### config.mk
export PLATFORM = sky130hd
export DESIGN_NAME = instr_prefetch_unit
export DESIGN_NICKNAME = d
export VERILOG_FILES = /design/src/rtl/instr_prefetch_unit.sv
export SDC_FILE = /design/constraint.sdc
export NUM_CORES = 1
export LEC_CHECK = 0
export ABC_AREA = 1
export CAP_MARGIN = 20
export CORE_MARGIN = 5
export CORE_UTILIZATION = 45
export CTS_CLUSTER_SIZE = 14
export DETAILED_ROUTE_END_ITERATION = 10
export GPL_ROUTABILITY_DRIVEN = 0
export PLACE_DENSITY = 0.74
export SYNTH_ARGS = -nofsm -noshare
export SYNTH_HDL_FRONTEND = slang
export SYNTH_SLANG_ARGS = --single-unit
export TNS_END_PERCENT = 30
### constraint.sdc
create_clock -name CLK -period 3.9 [get_ports CLK]
set_clock_uncertainty 0.15 [all_clocks]
set_input_delay 0.39 -clock CLK [delete_from_list [all_inputs] [get_ports CLK]]
set_output_delay 0.39 -clock CLK [all_outputs]
set_load 0.005 [all_outputs]
### src/rtl/instr_prefetch_unit.sv
`default_nettype none
// ============================================================================
// Module      : instr_prefetch_unit
// Description : Fetch-stage front end. Issues sequential word fetches to a
//               variable-latency instruction memory (one request outstanding
//               at a time). Returned words are buffered with their PCs in a
//               small FIFO that feeds the IF/ID register. Redirects flush the
//               buffer and squash any in-flight fetch.
// Revision    : 1.0 - initial release
// ============================================================================
module instr_prefetch_unit #(
  parameter int unsigned DEPTH    = 4,
  parameter logic [31:0] RESET_PC = 32'h0000_3000
) (
  input  logic                         CLK,
  input  logic                         RESET,
  output logic                         imem_req,
  output logic [31:0]                  imem_addr,
  input  logic                         imem_ready,
  input  logic                         imem_rvalid,
  input  logic [31:0]                  imem_rdata,
  input  logic                         redirect_valid,
  input  logic [31:0]                  redirect_pc,
  input  logic                         stall,
  output logic                         instr_valid,
  output logic [31:0]                  instr,
  output logic [31:0]                  instr_pc,
  output logic [$clog2(DEPTH+1)-1:0]   fifo_count
);

  localparam int unsigned CW        = $clog2(DEPTH + 1);
  localparam int unsigned AW        = $clog2(DEPTH);
  localparam logic [31:0] C_NOP     = 32'h0000_0013;
  localparam logic [CW-1:0] C_DEPTH = CW'(DEPTH);
  localparam logic [CW-1:0] C_ONE   = CW'(1);
  localparam logic [AW-1:0] C_PTR1  = AW'(1);

  // IDLE : no credit, nothing outstanding
  // REQ  : request presented, waiting for acceptance
  // WAIT : request accepted, waiting for its response
  // DROP : accepted request was squashed by a redirect; discard its response
  typedef enum logic [1:0] {
    ST_IDLE = 2'd0,
    ST_REQ  = 2'd1,
    ST_WAIT = 2'd2,
    ST_DROP = 2'd3
  } state_e;

  state_e          state_q, state_d;
  logic [31:0]     fetch_pc_q, fetch_pc_d;
  logic [CW-1:0]   count_q, count_d;
  logic [AW-1:0]   rd_ptr_q, rd_ptr_d;
  logic [AW-1:0]   wr_ptr_q, wr_ptr_d;
  logic [31:0]     pc_mem_q   [DEPTH];
  logic [31:0]     pc_mem_d   [DEPTH];
  logic [31:0]     data_mem_q [DEPTH];
  logic [31:0]     data_mem_d [DEPTH];

  logic            accept;
  logic            push;
  logic            pop;
  logic [CW-1:0]   count_after_push;

  // Handshake qualifiers shared by the FSM and the FIFO
  assign accept           = (state_q == ST_REQ) && imem_ready;
  assign pop              = instr_valid && !stall;
  // Occupancy if the response arriving now is pushed (used for the WAIT credit check)
  assign count_after_push = count_q + C_ONE - (pop ? C_ONE : '0);

  // Fetch FSM next-state, fetch PC update and push decision; redirect overrides everything
  always_comb begin
    state_d    = state_q;
    fetch_pc_d = fetch_pc_q;
    push       = 1'b0;

    case (state_q)
      ST_IDLE: begin
        if (count_q < C_DEPTH) begin
          state_d = ST_REQ;
        end
      end
      ST_REQ: begin
        if (accept) begin
          state_d = ST_WAIT;
        end
      end
      ST_WAIT: begin
        if (imem_rvalid) begin
          push       = 1'b1;
          fetch_pc_d = fetch_pc_q + 32'd4;
          state_d    = (count_after_push < C_DEPTH) ? ST_REQ : ST_IDLE;
        end
      end
      ST_DROP: begin
        if (imem_rvalid) begin
          state_d = ST_REQ;
        end
      end
      default: begin
        state_d = ST_IDLE;
      end
    endcase

    if (redirect_valid) begin
      push       = 1'b0;
      fetch_pc_d = redirect_pc & ~32'h0000_0003;
      case (state_q)
        ST_IDLE: state_d = ST_REQ;
        // An accepted request can no longer be withdrawn, so its response must be dropped
        ST_REQ:  state_d = accept ? ST_DROP : ST_REQ;
        // A response landing in the redirect cycle is simply discarded
        ST_WAIT: state_d = imem_rvalid ? ST_REQ : ST_DROP;
        ST_DROP: state_d = imem_rvalid ? ST_REQ : ST_DROP;
        default: state_d = ST_REQ;
      endcase
    end
  end

  // FIFO pointer, occupancy and storage update; redirect clears the buffer
  always_comb begin
    pc_mem_d   = pc_mem_q;
    data_mem_d = data_mem_q;
    wr_ptr_d   = wr_ptr_q;
    rd_ptr_d   = rd_ptr_q;
    count_d    = count_q;

    if (redirect_valid) begin
      wr_ptr_d = '0;
      rd_ptr_d = '0;
      count_d  = '0;
    end else begin
      if (push) begin
        pc_mem_d[wr_ptr_q]   = fetch_pc_q;
        data_mem_d[wr_ptr_q] = imem_rdata;
        wr_ptr_d             = wr_ptr_q + C_PTR1;
      end
      if (pop) begin
        rd_ptr_d = rd_ptr_q + C_PTR1;
      end
      count_d = count_q + (push ? C_ONE : '0) - (pop ? C_ONE : '0);
    end
  end

  // State registers with synchronous reset
  always_ff @(posedge CLK) begin
    if (RESET) begin
      state_q    <= ST_IDLE;
      fetch_pc_q <= RESET_PC;
      count_q    <= '0;
      rd_ptr_q   <= '0;
      wr_ptr_q   <= '0;
      pc_mem_q   <= '{default: '0};
      data_mem_q <= '{default: '0};
    end else begin
      state_q    <= state_d;
      fetch_pc_q <= fetch_pc_d;
      count_q    <= count_d;
      rd_ptr_q   <= rd_ptr_d;
      wr_ptr_q   <= wr_ptr_d;
      pc_mem_q   <= pc_mem_d;
      data_mem_q <= data_mem_d;
    end
  end

  // Outputs are decoded from registered state only
  assign imem_req    = (state_q == ST_REQ);
  assign imem_addr   = fetch_pc_q;
  assign instr_valid = (count_q != '0);
  assign instr       = instr_valid ? data_mem_q[rd_ptr_q] : C_NOP;
  assign instr_pc    = instr_valid ? pc_mem_q[rd_ptr_q]   : 32'h0000_0000;
  assign fifo_count  = count_q;

endmodule
`default_nettype wire

==> impl_table.tex, run 1 <==
\begin{tabular}{lr}
\hline
Metric & Value \\
\hline
\multicolumn{2}{l}{\textbf{Outcome}} \\
\quad Outcome & finished clean \\
\multicolumn{2}{l}{\textbf{Clock network}} \\
\quad Post-CTS Setup Inserts & 0 \\
\quad Clock insertion delay at the later pin of the skew report & 550 ps \\
\quad Clock buffer count from CTS & 31 \\
\quad Number of buffers inserted by hold repair at cts & 0 \\
\quad Clock tree from TritonCTS & done \\
\quad Clock H-tree levels & 1 \\
\quad CTS clock-pin slew for the worst setup and hold paths & 60 ps \\
\quad Clock net sink count & 287 \\
\quad Number of buffers on the longest clock path & 3 \\
\quad Cell chosen for the clock root & clkbuf\_16 \\
\quad \# resized after CTS & 0 \\
\multicolumn{2}{l}{\textbf{Placement}} \\
\quad Total instance count after detailed placement & 2299 \\
\quad Pre-CTS setup slack & between 800 and 900 ps \\
\quad Number of I/O port buffers & 164 \\
\quad Final HPWL from detailed placement & 23400 um \\
\multicolumn{2}{l}{\textbf{STA}} \\
\quad Achievable Freq & 296 MHz \\
\quad Worst hold slack after final layout & 292 ps \\
\quad RSZ-0062 raised after global routing & false \\
\quad Sum of negative setup slack & 0 ps \\
\quad Number of hold-slack violations in the final timing report & 0 \\
\quad Setup-violating endpoint count in the final report & 0 \\
\quad Max-slew violation count & 0 \\
\quad Worst setup slack after layout & between 500 and 600 ps \\
\quad Max\_slew headroom & 35.2\% \\
\quad Minimum clock period & 3380 ps \\
\quad Transition time at the pin with the least slew margin & between 900 and 1000 ps \\
\quad Final worst-path cycle share & 86.5\% \\
\multicolumn{2}{l}{\textbf{Floorplan}} \\
\quad Core Region & 29500 um2 \\
\quad Die H & 182 um \\
\quad Die Wd & 182 um \\
\quad Die ar. & 33200 um2 \\
\quad Number of top-level pins & 171 \\
\quad Starting density of the core & 45.3\% \\
\quad Std cell rows & 63 \\
\multicolumn{2}{l}{\textbf{Yosys}} \\
\quad Netlist Area Pre-Place & 13300 um2 \\
\quad Synthesis warning total & 0 \\
\quad Biggest area consumer among synthesized cells & dfxtp\_1 \\
\quad Syn\_area\_per\_cell & 7.03 um2 \\
\quad Cell count after synthesis & 1899 \\
\quad Fraction of registers with async set or reset after synthesis & 0\% \\
\quad Share of the synthesized area in the top cell type & 43.1\% \\
\quad Count of unique library cells instantiated by Yosys & 36 \\
\quad Primary FF master, synth & dfxtp\_1 \\
\quad Post-synth EDFFs & 0 \\
\quad Main area contributors after synthesis & dfxtp\_1 (43\%), a21oi\_1 (17\%), o21ai\_0 (8.6\%) \\
\quad Number of register bits inferred by synthesis & approximately 290 \\
\quad Share of synthesized area occupied by flip-flops and latches & between 40 and 50\% \\
\multicolumn{2}{l}{\textbf{Worst hold path}} \\
\quad Hold path startpoint & redirect\_pc[10] \\
\quad Worst Hold Class & input pin to flop \\
\quad Worst Hold Path EP & imem\_addr[10]\$\_SDFFE\_PP0P\_ \\
\quad Worst Hold Depth & 3 \\
\multicolumn{2}{l}{\textbf{Cells and area}} \\
\quad Area of combinational cells with multiple inputs & 6120 um2 \\
\quad Leading cell type in the layout, fill and taps excluded & a21oi\_1 \\
\quad Post-Layout Cell Count & 2358 \\
\quad Area growth from synthesis to layout & 20.8\% \\
\quad Number of nets in the final layout & between 2000 and 2500 \\
\quad Commonest cells after routing, fill and taps aside & a21oi\_1 (458), dfxtp\_1 (285), nand2\_1 (256) \\
\quad Share of layout cells above drive strength 1 & 5.13\% \\
\quad Area occupied by registers & 5750 um2 \\
\quad Antenna diode instance count & 0 \\
\quad Filler Cell Count & 2762 \\
\multicolumn{2}{l}{\textbf{Routing}} \\
\quad Mean routed wirelength per cell & 16.9 um \\
\quad Drt pass-1 iters & 5 \\
\quad Post-detailed-route via-to-cell ratio & 5.56 \\
\quad Remaining design rule violation count & 0 \\
\quad Final antenna-violating net count & 0 \\
\quad Initial detailed-routing violation count & 1192 \\
\quad Total wire length after detailed routing & 39900 um \\
\quad Detailed-route via count & about 13000 \\
\multicolumn{2}{l}{\textbf{GRT}} \\
\quad Via count of the first global-routing pass & $\sim$12000 \\
\quad Total track usage & a little under a quarter \\
\quad Number of antenna violations at the first check in global routing & 0 \\
\quad Global-route wire length before repair & 64200 um \\
\quad Remaining global-route overflow & 0 \\
\quad Pin count of the biggest net entering global routing & 95 \\
\multicolumn{2}{l}{\textbf{Pwr}} \\
\quad Overall Power & 0.00694 W \\
\quad Peak VDD IR & roughly 350 uV \\
\quad Power Density & 431 nW/um2 \\
\quad Leakage power of the design & 5.09 nW \\
\multicolumn{2}{l}{\textbf{Critical path}} \\
\quad Element type at the critical path start & flop \\
\quad CP Data Required Time & 3360 ps \\
\quad Worst path arrival time & 2840 ps \\
\quad FF-to-FF setup slack & $\sim$1400 ps \\
\quad Worst r2r src & state\_q[0]\$\_SDFFE\_PP0P\_ \\
\quad Worst-path fanout max & 84 \\
\quad CP endpoint kind & primary output \\
\quad End of the worst register-to-register path & pc\_mem\_q[98]\$\_SDFFE\_PP0P\_ \\
\quad Class of the most critical setup path & flop to primary output \\
\quad Cell depth of the worst flop-to-flop path & 8 \\
\multicolumn{2}{l}{\textbf{Flow run}} \\
\quad Number of max-capacitance violations reported & 0 \\
\hline
\end{tabular}
## power by group
group | internal [W] | switching (W)
Combinational | 0.000178 | 0.000253
Clock | 0.00224 | 0.00123
Sequential | 0.00297 | 0.0000753
## Yosys cell counts, types with 2 or more instances
master    count
buf_4        18
buf_2        42
inv_1       167
o21ai_1      40
nand3_1     146
ha_1          7
clkbuf_2      7
a21oi_1     458
inv_4         2
a221oi_1      5
clkbuf_1     98
dfxtp_1     287
nor2_2        2
nand2_1     257
a31oi_1       6
buf_6         8
xnor2_1       3
nand4_1       2
a211oi_1      2
a22o_1        3
nor2_1       79
o221ai_1      2
nand2_2       3
xor2_1        6
o21ai_0     230
buf_1         7
inv_2         3
## per-stage QoR
stage	cell area (um2)	utilization, %
finish	16100	54.7
global route	16100	54.7
CTS	16100	54.6
detailed placement	14900	50.4
global placement	14900	50.4
floorplan	13400	-
## critical path, stage by stage, from the launching register on
cell             delay, ps
dfxtp_4                360
inv_4                  560
buf_4                  400
o21ai_0                130
a21oi_1                230
clkdlybuf4s50_1        550
## registers in the layout, summed over array words and instances (netlist names)
register and flops:
data_mem_q 128, fifo_count 3, imem_addr 30, pc_mem_q 120, rd_ptr_q 2, state_q 2
wr_ptr_q 2
## how the worst max path moves through the flow
stage | depth (start not counted) | slack (ps) | start | end
after floorplan | 9 | 1510 | fifo_count[0]$_SDFF_PP0_ | fifo_count[2]$_SDFF_PP0_
after global placement | 8 | 880 | imem_rvalid | pc_mem_q[98]$_SDFFE_PP0P_
after detailed placement | 8 | 820 | imem_rvalid | pc_mem_q[98]$_SDFFE_PP0P_
after CTS | 6 | 500 | rd_ptr_q[1]$_SDFFE_PP0P_ | instr[14]
after global routing | 5 | 380 | rd_ptr_q[0]$_SDFFE_PP0P_ | instr[12]
final | 5 | 520 | rd_ptr_q[0]$_SDFFE_PP0P_ | instr[10]
## layer usage
| metal | global-route usage [%] | vias to the layer above | wire length, um |
|---|---|---|---|
| met5 | 0 | - | 0 |
| met1 | 31.5 | 6120 | 17700 |
| met3 | 4.27 | 60 | 3320 |
| li1 | - | 6422 | - |
| met2 | 37.2 | 519 | 18200 |
| met4 | 6.18 | 0 | 739 |
## cell families after synthesis
logic type / Yosys count / share of synthesized area, %
compound gates: 747 / 28.4
xor+xnor: 9 / 0.591
fa+ha+maj: 8 / 0.806
buf+inv: 352 / 11.4
flops: 287 / 43.1
other cells: 1 / 0.0281
simple gates: 495 / 15.7
## layout make-up
cell class | count | share of cell area [%]
clock inverters | 21 | 2.45
inverters | 172 | 4.06
flip-flops and latches | 287 | 35.7
clock buffers | 37 | 5.14
well taps | 390 | 3.03
multi-input cells | 1263 | 38.0
repair buffers | 188 | 11.7
Note: power is estimated with default switching activity, not from simulation.
==> run 2, diff against run 1 <==
Settings changed: CAP_MARGIN 20 to not set.
==> run 2 against run 1 <==
  * Largest cell class unchanged
  * Worst hold slack worse by 4.0 ps
  * Final cell count hardly changed
  * Critical path type unchanged
  * Cell area is 0.12% lower
==> impl_table.tex, run 2 (same netlist as run 1, synthesis figures left out) <==
\begin{tabular}{lr}
\hline
Metric & Value \\
\hline
\multicolumn{2}{l}{\textbf{GRT}} \\
\quad Remaining global-route overflow & 0 (unchanged) \\
\quad Global-route wire length before repair & 64200 um (unchanged) \\
\quad Number of antenna violations at the first check in global routing & 0 (unchanged) \\
\quad Total track usage & 22.9\% (unchanged) \\
\quad Pin count of the biggest net entering global routing & 95 (unchanged) \\
\quad Via count of the first global-routing pass & 12500 (unchanged) \\
\multicolumn{2}{l}{\textbf{Critical path}} \\
\quad Worst-path fanout max & 51 (-39\%) \\
\quad Largest delay share family, worst path & buffers and inverters \\
\quad CP endpoint kind & primary output \\
\quad Class of the most critical setup path & flop to primary output \\
\quad Element type at the critical path start & flop \\
\quad CP Data Required Time & 3360 ps (about the same) \\
\quad Worst-path cell chain & inv\_2, buf\_4, a21oi\_1, o21ai\_0, a21oi\_1, clkdlybuf4s50\_1 \\
\quad Critical path's slowest cell & inv\_2 \\
\quad Delay contributed by the slowest stage of the critical path & 820 ps (+260 ps) \\
\quad Cell type with the highest occurrence count on the critical path & a21oi\_1 \\
\quad Crit path buffers/inverters & 3 (unchanged) \\
\quad Worst path arrival time & 2890 ps (+50 ps) \\
\multicolumn{2}{l}{\textbf{Clock network}} \\
\quad Post-CTS Setup Inserts & 0 (unchanged) \\
\quad Number of buffers on the longest clock path & 3 (unchanged) \\
\quad Clock net sink count & 287 (unchanged) \\
\quad Clock H-tree levels & 1 (unchanged) \\
\quad Clock tree from TritonCTS & done \\
\quad Clock insertion delay at the later pin of the skew report & 560 ps (about the same) \\
\quad Cell chosen for the clock root & clkbuf\_16 \\
\quad Clock buffer count from CTS & 31 (unchanged) \\
\quad CTS clock-pin slew for the worst setup and hold paths & 60 ps (about the same) \\
\quad \# resized after CTS & 0 (unchanged) \\
\quad Number of buffers inserted by hold repair at cts & 0 (unchanged) \\
\multicolumn{2}{l}{\textbf{STA}} \\
\quad RSZ-0062 raised after global routing & false \\
\quad Final worst-path cycle share & 87.8\% (+1.3 points) \\
\quad Max-slew violation count & 0 (unchanged) \\
\quad Transition time at the pin with the least slew margin & 1160 ps (+184 ps) \\
\quad Number of hold-slack violations in the final timing report & 0 (unchanged) \\
\quad Sum of negative setup slack & 0 ps (unchanged) \\
\quad Max\_slew headroom & 22.8\% (-12 points) \\
\quad Minimum clock period & 3430 ps (+50.0 ps) \\
\quad Achievable Freq & 292 MHz (-1.5\%) \\
\quad Worst hold slack after final layout & 288 ps (-4.00 ps) \\
\quad Setup-violating endpoint count in the final report & 0 (unchanged) \\
\multicolumn{2}{l}{\textbf{Cells and area}} \\
\quad Leading cell type in the layout, fill and taps excluded & a21oi\_1 \\
\quad Number of nets in the final layout & 2020 (-0.049\%) \\
\quad Most flops, register & data\_mem\_q \\
\quad Post-Layout Cell Count & 2357 (-0.042\%) \\
\quad Filler Cell Count & 2764 (+0.072\%) \\
\quad Area growth from synthesis to layout & 20.6\% \\
\quad Antenna diode instance count & 0 (unchanged) \\
\quad Max FFs per register & 128 (unchanged) \\
\quad Commonest cells after routing, fill and taps aside & a21oi\_1 (458), dfxtp\_1 (285), nand2\_1 (256) \\
\quad Share of layout cells above drive strength 1 & 5.08\% (-0.048 points) \\
\multicolumn{2}{l}{\textbf{Routing}} \\
\quad Post-detailed-route via-to-cell ratio & 5.57 (+0.11\%) \\
\quad Remaining design rule violation count & 0 (unchanged) \\
\quad Total wire length after detailed routing & 39900 um (-0.19\%) \\
\quad Final antenna-violating net count & 0 (unchanged) \\
\quad Drt pass-1 iters & 5 (unchanged) \\
\quad Detailed-route via count & 13100 (+0.069\%) \\
\quad Mean routed wirelength per cell & 16.9 um (-0.15\%) \\
\quad Initial detailed-routing violation count & 1174 (-1.5\%) \\
\multicolumn{2}{l}{\textbf{Outcome}} \\
\quad Outcome & finished clean \\
\multicolumn{2}{l}{\textbf{Flow run}} \\
\quad Number of max-capacitance violations reported & 0 (unchanged) \\
\multicolumn{2}{l}{\textbf{Pwr}} \\
\quad Leakage power of the design & 5.08 nW (-0.21\%) \\
\quad Overall Power & 0.00695 W (about the same) \\
\quad Power Density & 432 nW/um2 (+0.15\%) \\
\quad Peak VDD IR & 359 uV (+1.3\%) \\
\multicolumn{2}{l}{\textbf{Placement}} \\
\quad Total instance count after detailed placement & 2299 (unchanged) \\
\quad Final HPWL from detailed placement & 23400 um (unchanged) \\
\quad Number of I/O port buffers & 164 (unchanged) \\
\multicolumn{2}{l}{\textbf{Floorplan}} \\
\quad Die ar. & 33200 um2 (unchanged) \\
\quad Die Wd & 182 um (unchanged) \\
\quad Die H & 182 um (unchanged) \\
\quad Core Region & 29500 um2 (unchanged) \\
\quad Std cell rows & 63 (unchanged) \\
\quad Starting density of the core & 45.3\% (unchanged) \\
\quad Number of top-level pins & 171 (unchanged) \\
\multicolumn{2}{l}{\textbf{Worst hold path}} \\
\quad Worst Hold Class & input pin to flop \\
\hline
\end{tabular}
[run 2: cell count changes in the layout (fill, tap and decap cells not counted), sizes merged]
cell  before  now
buf       25   24
[run 2: worst min-delay path, stage by stage]
cell and delay, ps:
clkdlybuf4s50_1 410, nand2_1 70, a31oi_1 80
[run 2: through the flow]
step                util, %  cell area, um2  worst slack, ps
finish                 54.6           16100              475
global route           54.6           16100              378
CTS                    54.6           16100              498
detailed placement     50.4           14900              824
global placement       50.4           14900              878
floorplan                 -           13400             1510
[run 2: power by group]
part / leakage (nW) / switching (W) / internal, W
logic: 2.17 / 0.000252 / 0.000178
registers: 2.32 / 0.0000742 / 0.00297
clock network: 0.592 / 0.00123 / 0.00224
total: 5.08 / 0.00156 / 0.00539
[run 2: area by class of cell]
type	instances	area [um2]	area share (%)
clock buffers	37	828	5.15
flip-flops and latches	287	5750	35.7
repair buffers	187	1860	11.6
inverters	172	654	4.07
multi-input cells	1263	6120	38.0
well taps	390	488	3.03
clock inverters	21	395	2.46
[run 2: layer usage]
metal,global-route usage [%],wire length [um],vias to the layer above
met5,0,0,-
met1,31.5,17300,6051
met3,4.27,3650,65
met4,6.18,797,0
met2,37.2,18100,591
li1,-,-,6423
[run 2: worst paths after layout]
path | startpoint | to | slack [ps] | cells after the start
worst max-delay path | rd_ptr_q[1]$_SDFFE_PP0P_ | instr[14] | 470 | 6
worst min-delay path | redirect_pc[3] | imem_addr[3]$_SDFFE_PP0P_ | 290 | 3
worst max register to register | state_q[0]$_SDFFE_PP0P_ | pc_mem_q[98]$_SDFFE_PP0P_ | 1360 | 8
worst min register to register | data_mem_q[65]$_SDFFE_PP0P_ | data_mem_q[65]$_SDFFE_PP0P_ | 300 | 2
